[src/rtl/reorder_buffer_pkg.sv]
// reorder_buffer_pkg: shared structs and constants for the reorder buffer slice.
//   ROB_DEPTH / ROB_TAG_W : entry count and tag width (DEPTH == 2**TAG_W)
//   itype_e               : instruction class carried in each entry
//   ROB_entry_t           : per-entry payload presented at head/allocation
//   CDB_packet_t          : common data bus broadcast
package reorder_buffer_pkg;

   localparam int unsigned ROB_DEPTH = 16;
   localparam int unsigned ROB_TAG_W = 4;

   typedef enum logic [1:0] {
      ITYPE_BRANCH = 2'b00,
      ITYPE_ALU    = 2'b01,
      ITYPE_LOAD   = 2'b10,
      ITYPE_STORE  = 2'b11
   } itype_e;

   typedef struct packed {
      itype_e                 itype;
      logic [4:0]             dest_reg;
      logic [ROB_TAG_W-1:0]   ROB_number;
      logic                   ready;
      logic [31:0]            value;
      logic                   branch_result;
   } ROB_entry_t;

   typedef struct packed {
      logic [ROB_TAG_W-1:0]   tag;
      logic [31:0]            result;
      logic                   branch_result;
      logic                   from_commit;
      logic                   load_step1;
   } CDB_packet_t;

endpackage

[src/rtl/reorder_buffer_if.sv]
// reorder_buffer_if: dispatch/CDB/commit signal bundle of the reorder buffer.
//   master : dispatch + commit side (drives allocate, CDB, dequeue, lookup tags)
//   slave  : the reorder buffer itself
interface reorder_buffer_if;
   import reorder_buffer_pkg::*;

   logic                   flush;
   logic                   wr_en;
   ROB_entry_t             alloc_entry;
   logic [ROB_TAG_W-1:0]   alloc_ROB;
   logic                   full;
   logic                   cdb_valid;
   CDB_packet_t            cdb;
   logic                   rd_en;
   ROB_entry_t             head;
   logic                   rob_head_ready;
   logic                   empty;
   logic [ROB_TAG_W-1:0]   q_tag0;
   logic [ROB_TAG_W-1:0]   q_tag1;
   logic                   q_ready0;
   logic                   q_ready1;
   logic [31:0]            q_value0;
   logic [31:0]            q_value1;

   modport master (
      output flush, wr_en, alloc_entry, cdb_valid, cdb, rd_en, q_tag0, q_tag1,
      input  alloc_ROB, full, head, rob_head_ready, empty,
             q_ready0, q_ready1, q_value0, q_value1
   );

   modport slave (
      input  flush, wr_en, alloc_entry, cdb_valid, cdb, rd_en, q_tag0, q_tag1,
      output alloc_ROB, full, head, rob_head_ready, empty,
             q_ready0, q_ready1, q_value0, q_value1
   );

endinterface

[src/rtl/reorder_buffer_rob_lookup.sv]
// rob_lookup: combinational tag-indexed operand read.
//   valid/ready/value : per-entry state vectors from the buffer
//   tag               : entry to read
//   q_ready/q_value   : ready flag and value, both '0 when the entry is invalid
module rob_lookup
   import reorder_buffer_pkg::*;
#(
   parameter int unsigned DEPTH = ROB_DEPTH,
   parameter int unsigned TAG_W = ROB_TAG_W
) (
   input  logic [DEPTH-1:0]   valid,
   input  logic [DEPTH-1:0]   ready,
   input  logic [31:0]        value [DEPTH],
   input  logic [TAG_W-1:0]   tag,
   output logic               q_ready,
   output logic [31:0]        q_value
);

   always_comb begin
      q_ready = 1'b0;
      q_value = '0;
      if (valid[tag]) begin
         q_ready = ready[tag];
         q_value = value[tag];
      end
   end

endmodule

[src/rtl/reorder_buffer.sv]
// reorder_buffer: 16-entry circular reorder buffer between dispatch and commit.
//   clk   : rising-edge clock
//   reset : asynchronous active-high reset
//   rob   : reorder_buffer_if.slave (allocate, CDB capture, head/dequeue,
//           two operand lookup ports, flush)
// Optional feature: define ROB_HEAD_BYPASS_EN to forward a CDB result aimed at
// the head entry to head/rob_head_ready in the same cycle.
module reorder_buffer
   import reorder_buffer_pkg::*;
#(
   parameter int unsigned DEPTH = ROB_DEPTH,
   parameter int unsigned TAG_W = ROB_TAG_W
) (
   input  logic               clk,
   input  logic               reset,
   reorder_buffer_if.slave    rob
);

   localparam logic [TAG_W:0] FULL_COUNT = (TAG_W+1)'(DEPTH);

   ROB_entry_t          entries [DEPTH];
   logic [DEPTH-1:0]    valid;
   logic [TAG_W-1:0]    head_ptr;
   logic [TAG_W-1:0]    tail_ptr;
   logic [TAG_W:0]      count;

   logic                do_alloc;
   logic                do_deq;
   logic                cdb_hit;
   ROB_entry_t          alloc_ent;
   ROB_entry_t          head_ent;
   logic [DEPTH-1:0]    ent_ready;
   logic [31:0]         ent_value [DEPTH];
   logic                q_ready0;
   logic                q_ready1;
   logic [31:0]         q_value0;
   logic [31:0]         q_value1;

   assign rob.full      = (count == FULL_COUNT);
   assign rob.empty     = (count == '0);
   assign rob.alloc_ROB = tail_ptr;

   assign do_alloc = rob.wr_en & ~rob.full;
   assign do_deq   = rob.rd_en & ~rob.empty;
   assign cdb_hit  = rob.cdb_valid & ~rob.cdb.from_commit & ~rob.cdb.load_step1
                     & valid[rob.cdb.tag];

   // Branches keep the allocated immediate as their value; everything else
   // starts at zero and is filled by the CDB.
   always_comb begin
      alloc_ent               = rob.alloc_entry;
      alloc_ent.ROB_number    = tail_ptr;
      alloc_ent.ready         = 1'b0;
      alloc_ent.branch_result = 1'b0;
      if (rob.alloc_entry.itype != ITYPE_BRANCH) begin
         alloc_ent.value = '0;
      end
   end

   // The dequeue clear is written after the CDB update so it wins when both
   // hit the head entry in the same cycle.
   always_ff @(posedge clk or posedge reset) begin
      if (reset) begin
         valid    <= '0;
         head_ptr <= '0;
         tail_ptr <= '0;
         count    <= '0;
         for (int unsigned i = 0; i < DEPTH; i++) begin
            entries[i] <= '0;
         end
      end else if (rob.flush) begin
         valid    <= '0;
         head_ptr <= '0;
         tail_ptr <= '0;
         count    <= '0;
         for (int unsigned i = 0; i < DEPTH; i++) begin
            entries[i].ready <= 1'b0;
         end
      end else begin
         if (cdb_hit) begin
            entries[rob.cdb.tag].ready <= 1'b1;
            if (entries[rob.cdb.tag].itype == ITYPE_BRANCH) begin
               entries[rob.cdb.tag].branch_result <= rob.cdb.branch_result;
            end else begin
               entries[rob.cdb.tag].value <= rob.cdb.result;
            end
         end
         if (do_alloc) begin
            entries[tail_ptr] <= alloc_ent;
            valid[tail_ptr]   <= 1'b1;
            tail_ptr          <= tail_ptr + TAG_W'(1);
         end
         if (do_deq) begin
            valid[head_ptr]         <= 1'b0;
            entries[head_ptr].ready <= 1'b0;
            head_ptr                <= head_ptr + TAG_W'(1);
         end
         case ({do_alloc, do_deq})
            2'b10:   count <= count + (TAG_W+1)'(1);
            2'b01:   count <= count - (TAG_W+1)'(1);
            default: count <= count;
         endcase
      end
   end

   always_comb begin
      head_ent = valid[head_ptr] ? entries[head_ptr] : '0;
`ifdef ROB_HEAD_BYPASS_EN
      if (cdb_hit && (rob.cdb.tag == head_ptr)) begin
         head_ent.ready = 1'b1;
         if (head_ent.itype == ITYPE_BRANCH) begin
            head_ent.branch_result = rob.cdb.branch_result;
         end else begin
            head_ent.value = rob.cdb.result;
         end
      end
`endif
      rob.head           = head_ent;
      rob.rob_head_ready = head_ent.ready;
   end

   always_comb begin
      ent_ready = '0;
      ent_value = '{default: '0};
      for (int unsigned i = 0; i < DEPTH; i++) begin
         ent_ready[i] = entries[i].ready;
         ent_value[i] = entries[i].value;
      end
   end

   rob_lookup #(.DEPTH(DEPTH), .TAG_W(TAG_W)) u_lookup0 (
      .valid   (valid),
      .ready   (ent_ready),
      .value   (ent_value),
      .tag     (rob.q_tag0),
      .q_ready (q_ready0),
      .q_value (q_value0)
   );

   rob_lookup #(.DEPTH(DEPTH), .TAG_W(TAG_W)) u_lookup1 (
      .valid   (valid),
      .ready   (ent_ready),
      .value   (ent_value),
      .tag     (rob.q_tag1),
      .q_ready (q_ready1),
      .q_value (q_value1)
   );

   assign rob.q_ready0 = q_ready0;
   assign rob.q_ready1 = q_ready1;
   assign rob.q_value0 = q_value0;
   assign rob.q_value1 = q_value1;

endmodule

[src/flat_wrapper.sv]
// flat-port wrapper written by rule: the top's interface ports become plain ports
module reorder_buffer_flat import reorder_buffer_pkg::*;
#(
   parameter int unsigned DEPTH = ROB_DEPTH,
   parameter int unsigned TAG_W = ROB_TAG_W
)
  (clk, reset, rob_flush, rob_wr_en, rob_alloc_entry, rob_cdb_valid, rob_cdb, rob_rd_en, rob_q_tag0, rob_q_tag1, rob_alloc_ROB, rob_full, rob_head, rob_rob_head_ready, rob_empty, rob_q_ready0, rob_q_ready1, rob_q_value0, rob_q_value1);
  reorder_buffer_if rob_i ();
  input  logic clk;
  input  logic reset;
  input wire logic [$bits(rob_i.flush)-1:0] rob_flush;
  input wire logic [$bits(rob_i.wr_en)-1:0] rob_wr_en;
  input wire logic [$bits(rob_i.alloc_entry)-1:0] rob_alloc_entry;
  input wire logic [$bits(rob_i.cdb_valid)-1:0] rob_cdb_valid;
  input wire logic [$bits(rob_i.cdb)-1:0] rob_cdb;
  input wire logic [$bits(rob_i.rd_en)-1:0] rob_rd_en;
  input wire logic [$bits(rob_i.q_tag0)-1:0] rob_q_tag0;
  input wire logic [$bits(rob_i.q_tag1)-1:0] rob_q_tag1;
  output wire logic [$bits(rob_i.alloc_ROB)-1:0] rob_alloc_ROB;
  output wire logic [$bits(rob_i.full)-1:0] rob_full;
  output wire logic [$bits(rob_i.head)-1:0] rob_head;
  output wire logic [$bits(rob_i.rob_head_ready)-1:0] rob_rob_head_ready;
  output wire logic [$bits(rob_i.empty)-1:0] rob_empty;
  output wire logic [$bits(rob_i.q_ready0)-1:0] rob_q_ready0;
  output wire logic [$bits(rob_i.q_ready1)-1:0] rob_q_ready1;
  output wire logic [$bits(rob_i.q_value0)-1:0] rob_q_value0;
  output wire logic [$bits(rob_i.q_value1)-1:0] rob_q_value1;
  assign rob_i.flush = rob_flush;
  assign rob_i.wr_en = rob_wr_en;
  assign rob_i.alloc_entry = rob_alloc_entry;
  assign rob_i.cdb_valid = rob_cdb_valid;
  assign rob_i.cdb = rob_cdb;
  assign rob_i.rd_en = rob_rd_en;
  assign rob_i.q_tag0 = rob_q_tag0;
  assign rob_i.q_tag1 = rob_q_tag1;
  assign rob_alloc_ROB = rob_i.alloc_ROB;
  assign rob_full = rob_i.full;
  assign rob_head = rob_i.head;
  assign rob_rob_head_ready = rob_i.rob_head_ready;
  assign rob_empty = rob_i.empty;
  assign rob_q_ready0 = rob_i.q_ready0;
  assign rob_q_ready1 = rob_i.q_ready1;
  assign rob_q_value0 = rob_i.q_value0;
  assign rob_q_value1 = rob_i.q_value1;
  reorder_buffer #(.DEPTH(DEPTH), .TAG_W(TAG_W)) u_core (.clk(clk), .reset(reset), .rob(rob_i));
endmodule
[config.mk]
export PLATFORM = sky130hd
export DESIGN_NAME = reorder_buffer_flat
export DESIGN_NICKNAME = d
export VERILOG_FILES = /design/src/rtl/reorder_buffer_pkg.sv /design/src/rtl/reorder_buffer_if.sv /design/src/rtl/reorder_buffer_rob_lookup.sv /design/src/rtl/reorder_buffer.sv /design/src/flat_wrapper.sv
export SDC_FILE = /design/constraint.sdc
export NUM_CORES = 2
export LEC_CHECK = 0
export CAP_MARGIN = 15
export CORE_UTILIZATION = 55
export DETAILED_ROUTE_END_ITERATION = 8
export PLACE_DENSITY_LB_ADDON = 0.08
export SKIP_CTS_REPAIR_TIMING = 1
export SLEW_MARGIN = 5
export SYNTH_ARGS = -nofsm -noshare
export SYNTH_HDL_FRONTEND = slang
export SYNTH_SLANG_ARGS = --single-unit
[constraint.sdc]
create_clock -name clk -period 74.7 [get_ports clk]
set_input_delay 11.205 -clock clk [delete_from_list [all_inputs] [get_ports clk]]
set_output_delay 11.205 -clock clk [all_outputs]
set_load 0.005 [all_outputs]
==> summary.txt <==
Run status
  • Run status: finished clean

STA
  • Final min period: 26.42 ns
  • F_max: 37.9 MHz
  • Max-slew violations: 0
  • Relative slew slack: 0.0819
  • Final hold vios: 0
  • Worst Clk Skew: 0.0318 ns
  • Setup WS post-layout: 48.28 ns
  • Fin crit share: 0.354
  • Slew @ Worst Pin: 1.38 ns
  • RSZ-0062 raised after global routing: false
  • Setup violations, final: 0
  • Final TNS setup: 0 ns

Power
  • Clock share of power: 0.337
  • PnR Total Power: 1.33 mW
  • Max IR drop VDD: 0.0206 mV
  • P_leak: 21.5 nW
  • Part of the power in combinational logic: 0.282
  • Power per standard cell area: 25.1 nW/um^2
  • Sw power: 0.429 mW
  • Internal power: 0.896 mW
  • Seq pwr share: 0.381
  • Switching part of the total power: 0.324

Worst hold path
  • Hold path depth: 1
  • Worst hold path type: reg2reg

Setup path
  • CP endpoint kind: primary output
  • Worst Reg-to-Reg Cells: 8
  • Required arrival time at the worst endpoint: 63.49 ns
  • Worst Path Arrival: 15.21 ns
  • Worst-path maximum fanout: 69
  • Startpoint Class: primary input
  • CP max stage delay: 0.76 ns
  • Crit-path cells: buf_8, buf_4, buf_4, mux4_2, mux4_2, nor2b_1, clkdlybuf4s50_1
  • Crit path kind: in2out
  • CP max-delay cell: buf_4

Logic synthesis
  • Synth Area in Simple Gates: 0.101
  • Xor-xnor portion of the synthesized cell area: 0.00169
  • Most common cell in the netlist: dfrtp_1
  • Adder-cell share of the synthesized area: 0.00268
  • Synth cell types: 76
  • Synth Area in Compound Gates: 0.140
  • Post-synth EDFFs: 0
  • Mapped Area: 46600 um^2
  • Largest family of logic cells by synthesized area: multiplexers
  • Post-Syn Nets: 4096
  • FFs w/ async S/R, synth: 1.00
  • Top cell type's share of synthesized area: 0.402
  • Synthesis-stage register bit count: 749
  • Mux share of post-synthesis cell area: 0.309
  • Register area share after synthesis: 0.402
  • Synth Instances: 3988
  • Synth Flop Type: dfrtp_1
  • Post-synth top area cell: dfrtp_1
  • Top post-synthesis cells by area: dfrtp_1, mux4_2, nand2_1
  • Post-synth top cells: dfrtp_1, mux4_2, nand2_1
  • Mean area per synthesized cell: 11.7 um^2
  • Synth warn: 0

Global route
  • First-pass GRT wire length: 285 mm
  • Congestion Overflow GR: 0
  • Pin count of the biggest net entering global routing: 101
  • Global Route Usage Sum: 0.466
  • Initial antenna violation count: 10
  • Vias in the first global route: 40300

Clocking
  • H-tree depth: 3
  • CTS tree: built
  • Cts bufs inserted: 84
  • Clk root buf: clkbuf_16
  • Worst-path clk slew: 0.06 ns
  • Worst-Skew Late Latency: 0.69 ns
  • Clock net sink count: 749
  • CTS max path bufs: 3

Detailed routing
  • Vias: 41300
  • Vias per inst: 7.94
  • ANT nets after route: 0
  • DR iter-0 viols: 6940
  • Drt wl/cell: 38.1 um
  • DR pass1 iterations: 7
  • Total Wirelength: 198 mm
  • DRC viols: 0

Floorplan
  • Die Wd: 293 um
  • Die H: 293 um
  • FP Rows: 106
  • I/O pin count: 216
  • Die area: 85900 um^2
  • Core ar.: 83800 um^2
  • Initial Util: 0.556

Cells and area
  • P&R area growth vs syn: 13.4%
  • Layout Cells excl Fill: 5202
  • Area occupied by multi-input gates: 26300 um^2
  • Layout cells sized above 1: 0.258
  • Final nets: 4096
  • Seq. cell area: 18800 um^2
  • Filler Cells Inserted: 6660

Placement
  • Pre-CTS setup slack: 48.24 ns
  • Placer Congestion: 0.963
  • Placed insts: 5033
  • Half-perimeter wire length after placement: 113 mm
  • Buffers added on ports: 209

Flow run
  • Max Cap Viol: 0
path summary, 6_finish.rpt:
| kind | slack, ns | endpoint | startpoint |
|---|---|---|---|
| worst max-delay path | 48.28 | rob_q_value1[21] | rob_q_tag1[0] |
| worst min-delay path | 0.47 | flop | flop |
| worst max register to register | 70.30 | u_core.ent_value[194] | u_core.count[1] |
| worst min register to register | 0.47 | flop | flop |
| max in group asynchronous | 60.46 | async pin | reset |
| min in group asynchronous | 11.04 | async pin | reset |
stage by stage:
| step | area, um^2 | util | hold slack (ns) |
|---|---|---|---|
| finish | 52800 | 0.630 | 0.466 |
| global route | 52800 | 0.630 | 0.473 |
| CTS | 52800 | 0.629 | 0.465 |
| detailed placement | 49800 | 0.595 | 0.448 |
| global placement | 49800 | 0.595 | 0.444 |
| floorplan | 46600 | - | 0.429 |
cells in the final DEF (no fill, tap or decap), types with 18 or more instances in the layout:
cell,count
dfrtp_1,745
mux4_2,570
nand2_1,457
o21ai_0,281
nor2_1,240
clkdlybuf4s50_1,200
nor2b_1,140
inv_1,124
buf_4,112
mux2_2,111
o22ai_1,104
a221oi_1,89
clkbuf_16,84
a222oi_1,66
a31oi_1,61
a22oi_1,59
a21oi_1,47
o221ai_1,44
a221o_1,29
nor3_1,26
o31ai_1,26
mux2_1,23
and2_1,22
nand3_1,19
and3_1,19
clkbuf_1,19
or2_2,18
clkbuf_8,18
final cells by class:
class | count | share of cell area
Antenna cell | 16 | 0.000758
Clock buffer | 121 | 0.0458
Clock inverter | 29 | 0.00928
Inverter | 128 | 0.00926
Multi-Input combinational cell | 2703 | 0.497
Sequential cell | 749 | 0.355
Tap cell | 1134 | 0.0269
Timing Repair Buffer | 322 | 0.0560
worst max-delay path: cells and delay by family:
kind	cells	cell delay [ns]
AND/OR/NAND/NOR	1	0.19
buffers and inverters	4	2.58
multiplexers	2	1.08
layer usage:
| layer | wire length, um | up-vias | GRT usage |
|---|---|---|---|
| li1 | - | 15500 | - |
| met1 | 66300 | 20700 | 0.586 |
| met2 | 83300 | 4049 | 0.647 |
| met3 | 32400 | 1058 | 0.206 |
| met4 | 16300 | 12 | 0.322 |
| met5 | 73 | - | 0 |
power by group through the flow:
stage	Sequential [mW]	Clock [mW]	Combinational, mW
2_1_floorplan	0.485	0	0.271
3_3_place_gp	0.505	0	0.363
3_5_place_dp	0.508	0	0.368
4_1_cts	0.501	0.444	0.369
5_1_grt	0.509	0.459	0.395
6_report	0.504	0.447	0.374
cells by family after synthesis:
kind of cell    count (synthesis)
simple gates                 1040
flops                         749
buf+inv                       536
xor+xnor                        9
compound gates                933
mux                           711
fa+ha+maj                      10
Note: power is estimated with default switching activity, not from simulation.
